### src/rtl/muldiv_seq_unit_pkg.sv
// Shared definitions for muldiv_seq_unit: RV32M funct3 codes, FSM state encoding, default width.
package muldiv_seq_unit_pkg;

  localparam int MULDIV_DATA_WIDTH = 32;

  localparam logic [2:0] MULDIV_MUL    = 3'b000;
  localparam logic [2:0] MULDIV_MULH   = 3'b001;
  localparam logic [2:0] MULDIV_MULHSU = 3'b010;
  localparam logic [2:0] MULDIV_MULHU  = 3'b011;
  localparam logic [2:0] MULDIV_DIV    = 3'b100;
  localparam logic [2:0] MULDIV_DIVU   = 3'b101;
  localparam logic [2:0] MULDIV_REM    = 3'b110;
  localparam logic [2:0] MULDIV_REMU   = 3'b111;

  typedef enum logic [1:0] {
    MULDIV_IDLE = 2'd0,
    MULDIV_RUN  = 2'd1,
    MULDIV_DONE = 2'd2
  } muldiv_state_e;

endpackage

### src/rtl/muldiv_div_step.sv
// One combinational restoring-division step on unsigned magnitudes.
// Shifts the next dividend bit into the remainder and emits one quotient bit.
module muldiv_div_step #(
  parameter int W = 32
) (
  input  logic [W-1:0] i_rem,
  input  logic [W-1:0] i_quo,
  input  logic [W-1:0] i_div,
  output logic [W-1:0] o_rem,
  output logic [W-1:0] o_quo
);

  logic [W:0] w_shift;
  logic [W:0] w_diff;

  assign w_shift = {i_rem, i_quo[W-1]};
  // i_rem < i_div keeps the difference below 2^W, so bit W is a clean borrow flag.
  assign w_diff  = w_shift - {1'b0, i_div};

  assign o_rem = w_diff[W] ? w_shift[W-1:0] : w_diff[W-1:0];
  assign o_quo = {i_quo[W-2:0], ~w_diff[W]};

endmodule

### src/rtl/muldiv_seq_unit.sv
// Iterative RV32M multiply/divide unit: 32 cycles per op, busy_o stalls the pipe, c_o valid in DONE.
// Defining MULDIV_FAST_MUL_EN replaces the shift-add multiply with a single-cycle product.
module muldiv_seq_unit
  import muldiv_seq_unit_pkg::*;
#(
  parameter int DATA_WIDTH = MULDIV_DATA_WIDTH
) (
  input  logic                  clk,
  input  logic                  rst_n,
  input  logic                  start_i,
  input  logic [2:0]            funct3_i,
  input  logic [DATA_WIDTH-1:0] rs1_i,
  input  logic [DATA_WIDTH-1:0] rs2_i,
  output logic [DATA_WIDTH-1:0] c_o,
  output logic                  busy_o
);

  localparam int W  = DATA_WIDTH;
  localparam int CW = $clog2(DATA_WIDTH);

  muldiv_state_e   r_state;
  muldiv_state_e   w_state_nxt;
  logic [2:0]      r_op;
  logic [CW-1:0]   r_cnt;
  logic [2*W-1:0]  r_acc;
  logic [W-1:0]    r_b;
  logic            r_neg_q;
  logic            r_neg_r;

  logic            w_a_sgn;
  logic            w_b_sgn;
  logic            w_a_neg;
  logic            w_b_neg;
  logic [W-1:0]    w_a_mag;
  logic [W-1:0]    w_b_mag;
  logic            w_is_div;
  logic            w_b_zero;
  logic            w_ovf;
  logic            w_special;
  logic [W-1:0]    w_special_res;
  logic            w_fast_mul;

  always_comb begin
    w_a_sgn = 1'b0;
    w_b_sgn = 1'b0;
    case (funct3_i)
      MULDIV_MULH, MULDIV_DIV, MULDIV_REM: begin
        w_a_sgn = 1'b1;
        w_b_sgn = 1'b1;
      end
      MULDIV_MULHSU: w_a_sgn = 1'b1;
      MULDIV_MUL, MULDIV_MULHU, MULDIV_DIVU, MULDIV_REMU: begin
        w_a_sgn = 1'b0;
        w_b_sgn = 1'b0;
      end
      default: begin
        w_a_sgn = 1'b0;
        w_b_sgn = 1'b0;
      end
    endcase
  end

  assign w_a_neg  = w_a_sgn & rs1_i[W-1];
  assign w_b_neg  = w_b_sgn & rs2_i[W-1];
  assign w_a_mag  = w_a_neg ? -rs1_i : rs1_i;
  assign w_b_mag  = w_b_neg ? -rs2_i : rs2_i;
  assign w_is_div = funct3_i[2];
  assign w_b_zero = (rs2_i == '0);
  assign w_ovf    = (funct3_i == MULDIV_DIV || funct3_i == MULDIV_REM)
                  && (rs1_i == {1'b1, {(W-1){1'b0}}}) && (rs2_i == '1);
  assign w_special = w_is_div & (w_b_zero | w_ovf);

  // funct3[1] separates REM/REMU from DIV/DIVU in both corner cases.
  always_comb begin
    w_special_res = '0;
    if (w_b_zero) w_special_res = funct3_i[1] ? rs1_i : '1;
    else          w_special_res = funct3_i[1] ? '0 : rs1_i;
  end

`ifdef MULDIV_FAST_MUL_EN
  logic signed [2*W-1:0] w_fast_prod;
  logic [W-1:0]          w_fast_res;

  assign w_fast_prod = $signed({{W{w_a_neg}}, rs1_i}) * $signed({{W{w_b_neg}}, rs2_i});
  assign w_fast_res  = (funct3_i[1:0] == 2'b00) ? w_fast_prod[W-1:0] : w_fast_prod[2*W-1:W];
  assign w_fast_mul  = ~funct3_i[2];
`else
  assign w_fast_mul  = 1'b0;
`endif

  // Multiply: r_acc = {partial high, multiplier being shifted out}; r_b holds the multiplicand.
  logic [W:0]     w_mul_hi;
  logic [2*W-1:0] w_mul_nxt;
  logic [W-1:0]   w_div_rem;
  logic [W-1:0]   w_div_quo;
  logic [2*W-1:0] w_acc_nxt;
  logic [2*W-1:0] w_prod;
  logic [W-1:0]   w_run_res;

  assign w_mul_hi  = r_acc[0] ? ({1'b0, r_acc[2*W-1:W]} + {1'b0, r_b}) : {1'b0, r_acc[2*W-1:W]};
  assign w_mul_nxt = {w_mul_hi, r_acc[W-1:1]};

  muldiv_div_step #(.W(W)) u_div_step (
    .i_rem (r_acc[2*W-1:W]),
    .i_quo (r_acc[W-1:0]),
    .i_div (r_b),
    .o_rem (w_div_rem),
    .o_quo (w_div_quo)
  );

  assign w_acc_nxt = r_op[2] ? {w_div_rem, w_div_quo} : w_mul_nxt;
  assign w_prod    = r_neg_q ? -w_acc_nxt : w_acc_nxt;

  always_comb begin
    w_run_res = '0;
    if (r_op[2]) begin
      if (r_op[1]) w_run_res = r_neg_r ? -w_div_rem : w_div_rem;
      else         w_run_res = r_neg_q ? -w_div_quo : w_div_quo;
    end else begin
      w_run_res = (r_op[1:0] == 2'b00) ? w_prod[W-1:0] : w_prod[2*W-1:W];
    end
  end

  always_ff @(posedge clk) begin
    if (!rst_n) r_state <= MULDIV_IDLE;
    else        r_state <= w_state_nxt;
  end

  always_comb begin
    w_state_nxt = r_state;
    busy_o      = 1'b0;
    case (r_state)
      MULDIV_IDLE: begin
        if (start_i) begin
          busy_o      = 1'b1;
          w_state_nxt = (w_special || w_fast_mul) ? MULDIV_DONE : MULDIV_RUN;
        end
      end
      MULDIV_RUN: begin
        busy_o = 1'b1;
        if (r_cnt == '0) w_state_nxt = MULDIV_DONE;
      end
      MULDIV_DONE: w_state_nxt = MULDIV_IDLE;
      default:     w_state_nxt = MULDIV_IDLE;
    endcase
    if (!rst_n) busy_o = 1'b0;
  end

  always_ff @(posedge clk) begin
    if (!rst_n) begin
      c_o     <= '0;
      r_cnt   <= '0;
      r_acc   <= '0;
      r_b     <= '0;
      r_op    <= '0;
      r_neg_q <= 1'b0;
      r_neg_r <= 1'b0;
    end else begin
      case (r_state)
        MULDIV_IDLE: begin
          if (start_i) begin
            r_op    <= funct3_i;
            r_cnt   <= CW'(W - 1);
            r_neg_q <= w_a_neg ^ w_b_neg;
            r_neg_r <= w_a_neg;
            if (w_is_div) begin
              r_acc <= {{W{1'b0}}, w_a_mag};
              r_b   <= w_b_mag;
            end else begin
              r_acc <= {{W{1'b0}}, w_b_mag};
              r_b   <= w_a_mag;
            end
            if (w_special) c_o <= w_special_res;
`ifdef MULDIV_FAST_MUL_EN
            else if (w_fast_mul) c_o <= w_fast_res;
`endif
          end
        end
        MULDIV_RUN: begin
          r_acc <= w_acc_nxt;
          if (r_cnt == '0) c_o   <= w_run_res;
          else             r_cnt <= r_cnt - 1'b1;
        end
        default: ;
      endcase
    end
  end

endmodule
### config.mk
export PLATFORM = sky130hd
export DESIGN_NAME = muldiv_seq_unit
export DESIGN_NICKNAME = d
export VERILOG_FILES = /design/src/rtl/muldiv_seq_unit_pkg.sv /design/src/rtl/muldiv_div_step.sv /design/src/rtl/muldiv_seq_unit.sv
export SDC_FILE = /design/constraint.sdc
export NUM_CORES = 1
export LEC_CHECK = 0
export CAP_MARGIN = 20
export CORE_UTILIZATION = 30
export DETAILED_ROUTE_END_ITERATION = 6
export PLACE_DENSITY = 0.51
export SYNTH_ARGS = -nofsm -noshare
export SYNTH_HDL_FRONTEND = slang
export SYNTH_SLANG_ARGS = --single-unit
### constraint.sdc
create_clock -name clk -period 7.55 [get_ports clk]
set_input_delay 1.51 -clock clk [delete_from_list [all_inputs] [get_ports clk]]
set_output_delay 1.51 -clock clk [all_outputs]
set_load 0.01 [all_outputs]
==> key figures, run 1 <==
Cells and area
  – Fraction of layout cells with a size suffix above 1: 5.483%
  – Final std cells w/o fill: 3364
  – Post-layout util: 34.13%
  – Commonest non-fill, non-tap cells in the layout: nand2_1, nor2_1, a21oi_1
  – Nets@finish: 2721
  – Commonest non-fill, non-tap cell in the layout: nand2_1
  – Synthesis-to-layout area growth: 11.92%

Route
  – Met3 routed WL: 5723 microns
  – Detail Route Antenna Nets: 0
  – Wire length on met2: 36740 microns
  – Routed len/inst: 25.21 microns
  – Pre-antenna DRT Iters: 7
  – Max layer used: met4
  – Metal-1 WL: 38120 microns
  – Number of DRC markers in iteration 0: 2074
  – Routed WL: approximately 85000 microns
  – Vias per Instance: ~6
  – Vias: 20180
  – Drc violations: 6

Placed design
  – PortBufs: around 100
  – Gpl congestion: 0.9801
  – Placed Cells: 3330
  – Placed wire-length estimate: 65910 microns
  – Place WS: 1.083 ns

Power
  – Power Density: about 190 nW/um^2
  – VDD IR max: 142.1 uV
  – Leak pwr: 0.007525 uW

Worst setup path
  – Reg2Reg Depth: 22
  – FF-to-FF Start: r_acc[31]
  – Crit path DAT: 7.17 ns
  – CP max stage delay: 0.54 ns
  – Worst Path Class, Setup: flip-flop to flip-flop
  – Crit. End Element: flip-flop
  – Crit-path cells: inv_1, ha_1, fa_1, nand2b_1, a21oi_1, o21ai_1, o21a_1, o21a_4, xnor2_4, nand2_1, a21boi_0, ha_1, o211ai_1, nand3b_1, o21a_1, nand3b_1, o41a_1, a21oi_1, nand3_1, xnor2_1, o211ai_1, a21oi_1
  – CP required: 7.92 ns
  – R2r setup slk: 0.75 ns
  – Worst R2R End: c_o[20]
  – Worst setup SP type: flip-flop
  – CP startpoint: r_acc[31]
  – Crit-path slowest cell: o41a_1
  – Worst Path Max Fanout: 14
  – Crit path top cell by count: a21oi_1

Hold path
  – Worst hold path class: flip-flop to flip-flop
  – Hold path endpoint: r_b[5]
  – WHS Path Cells: 2
  – Min-Delay Startpoint: r_b[5]

Floorplan
  – I/O Pins: 103
  – Core area: 59240 sq um
  – Row count: 89
  – Die ar.: 61200 sq um
  – Die extent in y: about 250 microns
  – Die Width: 247.4 microns
  – Initial core utilization: 30.49%

Synthesis
  – Post-synthesis async set-or-reset flop share: 0%
  – Top cell type by total area after synthesis: dfxtp_1
  – Top cells by area, synth: dfxtp_1, a21oi_1, nand2_1
  – Synth cell types: 92
  – Syn Nets: ~2800
  – Syn_area_per_cell: 6.879 sq um
  – Share of the synthesized area in the top cell type: around 16%
  – Cells after Synth: 2626
  – Most common flop cell mapped by yosys: dfxtp_1
  – Flops & latches, synth: 140
  – Synth Cell Area: 18060 sq um
  – Seq/Total Area, Yosys: approximately 16%
  – Syn. warnings: 0
  – EDFF count, synth: 0

Clock tree
  – Clock Path Buffers: 2
  – CTS tree: done
  – Num CTS Buffers: 17
  – Post-CTS Resized: 0
  – Root buf cell: clkbuf_16
  – Worst skew pair latency: 0.51 ns
  – Post-CTS setup buffer count: 0
  – CTS Sinks: 140
  – Clock slew seen by the registers of the worst setup and hold paths: 0.07 ns
  – H-tree Lvls: 4
  – # hold bufs at CTS: 0

Global route
  – Congestion Overflow GR: 0
  – Largest net degree at the start of global routing: 73
  – Antenna violations before repair: 5
  – First-pass GRT wire length: 125000 microns
  – Number of global-route vias before repair: 18710
  – Total GRT Usage: 27.43%

STA
  – Tcrit/Tclk final: between 90% and 100%
  – Fmax: 147.1 MHz
  – RSZ-0062 raised after global routing: no
  – Min cycle time layout: approximately 6.8 ns
  – Total negative slack: 0 ns
  – Max-slew headroom: 19.03%
  – Hold Fails Final Rpt: 0
  – Slew of the pin with the lowest slew margin: around 1.2 ns
  – Slew Limit Fails: 0
  – # setup viols final: 0
  – Final Worst Setup Slack: 0.7500 ns
  – Skew final: 0.01175 ns

Outcome
  – Status: complete, but fails checks
  – Failing checks: design-rule violations

Job
  – Maxcap violations: 0
==> synthesized netlist by cell type, drive strengths merged, types with 8 or more instances <==
cell / n
a2111oi: 8
a211oi: 52
a21boi: 41
a21o: 32
a21oi: 210
a221oi: 18
a22oi: 9
a311oi: 9
a31oi: 40
and2: 37
and3: 20
buf: 40
clkbuf: 165
dfxtp: 140
ha: 72
inv: 75
maj3: 20
mux2: 19
mux2i: 86
nand2: 271
nand2b: 25
nand3: 97
nand3b: 8
nand4: 30
nor2: 248
nor2b: 32
nor3: 74
nor4: 27
o211ai: 50
o21a: 46
o21ai: 175
o21bai: 9
o221ai: 9
o31a: 8
o31ai: 41
o41ai: 19
or2: 19
or3: 31
or4: 12
xnor2: 114
xor2: 100
==> worst max path at each step <==
| stage | endpoint | cells after the start |
|---|---|---|
| global placement | c_o[30] | 21 |
| global route | c_o[28] | 22 |
| finish | c_o[20] | 22 |
| floorplan | c_o[30] | 24 |
| detailed placement | c_o[28] | 22 |
| CTS | c_o[28] | 22 |
==> area by class of cell <==
class | count | area (sq um)
fillers | 6435 | 39020
multi-input cells | 2205 | 14220
flip-flops and latches | 140 | 2809
repair buffers | 137 | 1276
well taps | 773 | 967.2
clock buffers | 20 | 467.9
inverters | 76 | 290.3
clock inverters | 12 | 182.7
diodes | 1 | 2.502
==> registers in the layout, indices dropped and copies added, names as in the netlist <==
name	count
r_state	2
r_b	32
r_neg_q	1
r_neg_r	1
r_op	3
c_o	32
r_acc	64
r_cnt	5
==> power breakdown <==
part	internal [uW]	leakage, uW	switching [uW]
clock	582	0.000308	408
combinational	679	0.00607	1330
sequential	799	0.00115	138
==> routing by layer <==
layer	track usage, %	up-vias
li1	-	9453
met1	37.66	9704
met2	41.86	879
met3	3.536	147
met4	13.82	0
met5	0	-
==> critical path, delay by kind of cell, from the launching register on <==
family	cells	cell delay (ns)
XOR/XNOR	2	0.39
AO/OA/AOI/OAI	11	3.57
AND/OR/NAND/NOR	5	1.14
flip-flops	1	0.44
adder cells (fa/ha/maj)	3	0.94
buffers and inverters	1	0.15
==> through the flow <==
step	power [uW]	cell area (sq um)	hold slack [ns]
finish	3933	20220	0.4789
global route	4118	20210	0.5148
CTS	3892	20210	0.4795
detailed placement	2894	19560	0.4697
global placement	2900	19560	0.4673
floorplan	2212	18060	0.4486
==> cells by family after synthesis <==
kind of cell               share of synthesized area [%]
AOI/OAI and AO/OA                                  30.57
xor gates and xnor gates                           10.48
adders and majority gates                          6.317
buffers and inverters                              6.005
DFF                                                15.52
muxes                                              5.950
and+or+nand+nor                                    25.16
No activity file was read; power rests on OpenSTA's default activity.
==> inputs of run 2 (changes only) <==
- PLACE_DENSITY: 0.51 -> 0.52
- SLEW_MARGIN: not set -> 10
- clock period: 7.55 -> 5.6 ns (I/O delays scaled with it)
==> run 2 against run 1 <==
  * The run now ends clean
  * Combinational power grew 46%
  * Critical path depth shrank 3
  * Sequential power grew 29%
  * Register-to-register slack lost 0.59 ns
  * Die area is the same
  * Critical endpoint is now c_o[15]
==> key figures, run 2 (synthesis results as in run 1) <==
Cells and area
  – Multi-input gate area: 14270 sq um (was 14220 sq um)
  – FF+latch area: 2809 sq um (unchanged)
  – Fraction of layout cells with a size suffix above 1: 10.00% (was 5.483%)
  – Nets@finish: 2842 (was 2721)
  – Commonest non-fill, non-tap cells in the layout: nand2_1, nor2_1, a21oi_1 (unchanged)
  – Biggest regs: r_acc x64, c_o x32, r_b x32 (unchanged)
  – Post-layout instance area: 21150 sq um (was 20220 sq um)
  – Diode count: 0 (was 1)
  – Max reg flops: 64 (unchanged)
  – Top reg by flops: r_acc (unchanged)
  – Fill cell count: 6380 (was 6435)
  – Synthesis-to-layout area growth: 17.09% (was 11.92%)
  – Commonest non-fill, non-tap cell in the layout: nand2_1 (unchanged)

Global route
  – First-pass GRT wire length: 126900 microns (was 125000 microns)
  – Antenna violations before repair: 2 (was 5)
  – Congestion Overflow GR: 0 (unchanged)
  – Total GRT Usage: 27.94% (was 27.43%)
  – Number of global-route vias before repair: 19120 (was 18710)
  – Largest net degree at the start of global routing: 92 (was 73)

Power
  – Part of the power in registers: 22.3% (was 23.8%)
  – Total power: 5438 uW (was 3933 uW)
  – Power Density: 257.1 nW/um^2 (was 194.6 nW/um^2)
  – Combinational share of power: 54.1% (was 51.0%)
  – VDD IR max: 269.2 uV (was 142.1 uV)
  – Leak pwr: 0.008127 uW (was 0.007525 uW)
  – Switching Fraction: 47.80% (was 47.62%)
  – Net switching power: 2600 uW (was 1873 uW)
  – Clock Power Share: 23.6% (was 25.2%)
  – Int Pwr: 2838 uW (was 2060 uW)

STA
  – Final Worst Setup Slack: 0.1589 ns (was 0.7500 ns)
  – Skew final: 0.01797 ns (was 0.01175 ns)
  – # setup viols final: 0 (unchanged)
  – Tcrit/Tclk final: 97.16% (was 90.07%)
  – Max-slew headroom: 30.24% (was 19.03%)
  – Slew Limit Fails: 0 (unchanged)
  – Fmax: 183.8 MHz (was 147.1 MHz)
  – RSZ-0062 raised after global routing: yes (was no)
  – Hold Fails Final Rpt: 0 (unchanged)
  – Min cycle time layout: 5.441 ns (was 6.800 ns)
  – Slew of the pin with the lowest slew margin: 1.046 ns (was 1.207 ns)

Clock tree
  – Clock slew seen by the registers of the worst setup and hold paths: 0.07 ns (about the same)
  – # hold bufs at CTS: 0 (unchanged)
  – Worst skew pair latency: 0.51 ns (about the same)
  – CTS Sinks: 140 (unchanged)
  – CTS tree: done (unchanged)
  – Num CTS Buffers: 17 (unchanged)
  – H-tree Lvls: 4 (unchanged)
  – Root buf cell: clkbuf_16 (unchanged)
  – Clock Path Buffers: 2 (unchanged)

Worst setup path
  – Worst R2R End: c_o[15] (was c_o[20])
  – FF-to-FF Start: r_acc[31] (unchanged)
  – Worst Path Class, Setup: flip-flop to flip-flop (unchanged)
  – Crit. End Element: flip-flop (unchanged)
  – R2r setup slk: 0.16 ns (was 0.75 ns)
  – Crit path DAT: 5.88 ns (was 7.17 ns)
  – Worst Path Max Fanout: 26 (was 14)
  – Reg2Reg Depth: 19 (was 22)
  – CP required: 6.04 ns (was 7.92 ns)
  – Worst setup SP type: flip-flop (unchanged)

Hold path
  – WHS Path Cells: 2 (unchanged)
  – Hold path endpoint: c_o[1] (was r_b[5])
  – Min-Delay Startpoint: c_o[1] (was r_b[5])
  – Worst hold path class: flip-flop to flip-flop (unchanged)

Route
  – Number of DRC markers in iteration 0: 2393 (was 2074)
  – Detail Route Antenna Nets: 0 (unchanged)
  – Vias: 20740 (was 20180)
  – Pre-antenna DRT Iters: 7 (unchanged)
  – Vias per Instance: 5.955 (was 6.000)
  – Routed WL: 87320 microns (was 84800 microns)
  – Routed len/inst: 25.07 microns (was 25.21 microns)
  – Drc violations: 0 (was 6)

Floorplan
  – I/O Pins: 103 (unchanged)
  – Die Width: 247.4 microns (unchanged)
  – Row count: 89 (unchanged)
  – Core area: 59240 sq um (unchanged)
  – Initial core utilization: 30.49% (unchanged)
  – Die ar.: 61200 sq um (unchanged)
  – Die extent in y: 247.4 microns (unchanged)

Outcome
  – Status: complete, no violations (was complete, but fails checks)

Placed design
  – Placed wire-length estimate: 68490 microns (was 65910 microns)
  – Place WS: -0.05193 ns (was 1.083 ns)
  – Gpl congestion: 1.003 (was 0.9801)
  – Placed inst area: 20470 sq um (was 19560 sq um)
  – PortBufs: 102 (unchanged)

Job
  – Maxcap violations: 0 (unchanged)
run 2: power groups by stage:
stage | combinational [uW] | clock [uW] | sequential [uW]
floorplan | 1840 | 0 | 1150
global placement | 2840 | 0 | 1230
detailed placement | 2840 | 0 | 1230
CTS | 2860 | 1300 | 1210
global route | 3140 | 1320 | 1220
finish | 2940 | 1290 | 1210
run 2: per-layer routing:
metal / vias up / routed length [microns] / GRT usage, %
met5: - / 11 / 0
met4: 2 / 4577 / 15.39
met3: 141 / 6037 / 2.984
met2: 956 / 37690 / 42.43
met1: 9922 / 39000 / 38.40
li1: 9721 / - / -
run 2: what timing repair did:
| action | in CTS | in global routing |
|---|---|---|
| setup endpoints to repair | 4 | 14 |
| pin swaps | 0 | 3 |
| gates resized for setup | 3 | 6 |
| setup buffers | 0 | 5 |
run 2: cell type report:
cell class / count / share of cell area [%]
Inverter: 76 / 1.372
Multi-Input combinational cell: 2205 / 67.46
Sequential cell: 140 / 13.28
Clock inverter: 12 / 0.7749
Tap cell: 773 / 4.573
Timing Repair Buffer: 258 / 10.45
Clock buffer: 19 / 2.094
run 2: how the worst max path moves through the flow:
stage / slack (ns) / end / startpoint
after global placement: 0.05 / c_o[12] / r_acc[31]
final: 0.16 / c_o[15] / r_acc[31]
after detailed placement: -0.05 / c_o[18] / r_acc[31]
after global routing: -0.03 / c_o[18] / r_acc[31]
after floorplan: 0.04 / c_o[30] / r_acc[31]
after CTS: 0.02 / c_o[18] / r_acc[31]
run 2: through the flow:
step,hold slack [ns],setup TNS [ns],std cells,util (%)
floorplan,0.4486,0,2626,-
global placement,0.4693,0,3447,34.55
detailed placement,0.4730,-0.1246,3447,34.55
CTS,0.4820,0,3478,35.60
global route,0.5158,-0.02941,3483,35.70
finish,0.4838,0,3483,35.70
run 2: critical path, cell delays in order, from the launching register on:
cell and delay (ns):
dfxtp_1 0.34, inv_1 0.06, ha_1 0.22, fa_1 0.42
nand2b_1 0.22, a21oi_4 0.23, o21ai_1 0.17, o21a_1 0.23
o21a_4 0.25, xnor2_4 0.18, buf_12 0.23, clkinv_4 0.15
buf_4 0.26, o21ai_0 0.49, mux2i_1 0.42, a221o_1 0.42
a221oi_1 0.55, o21ai_0 0.19, buf_4 0.17, a31oi_1 0.14
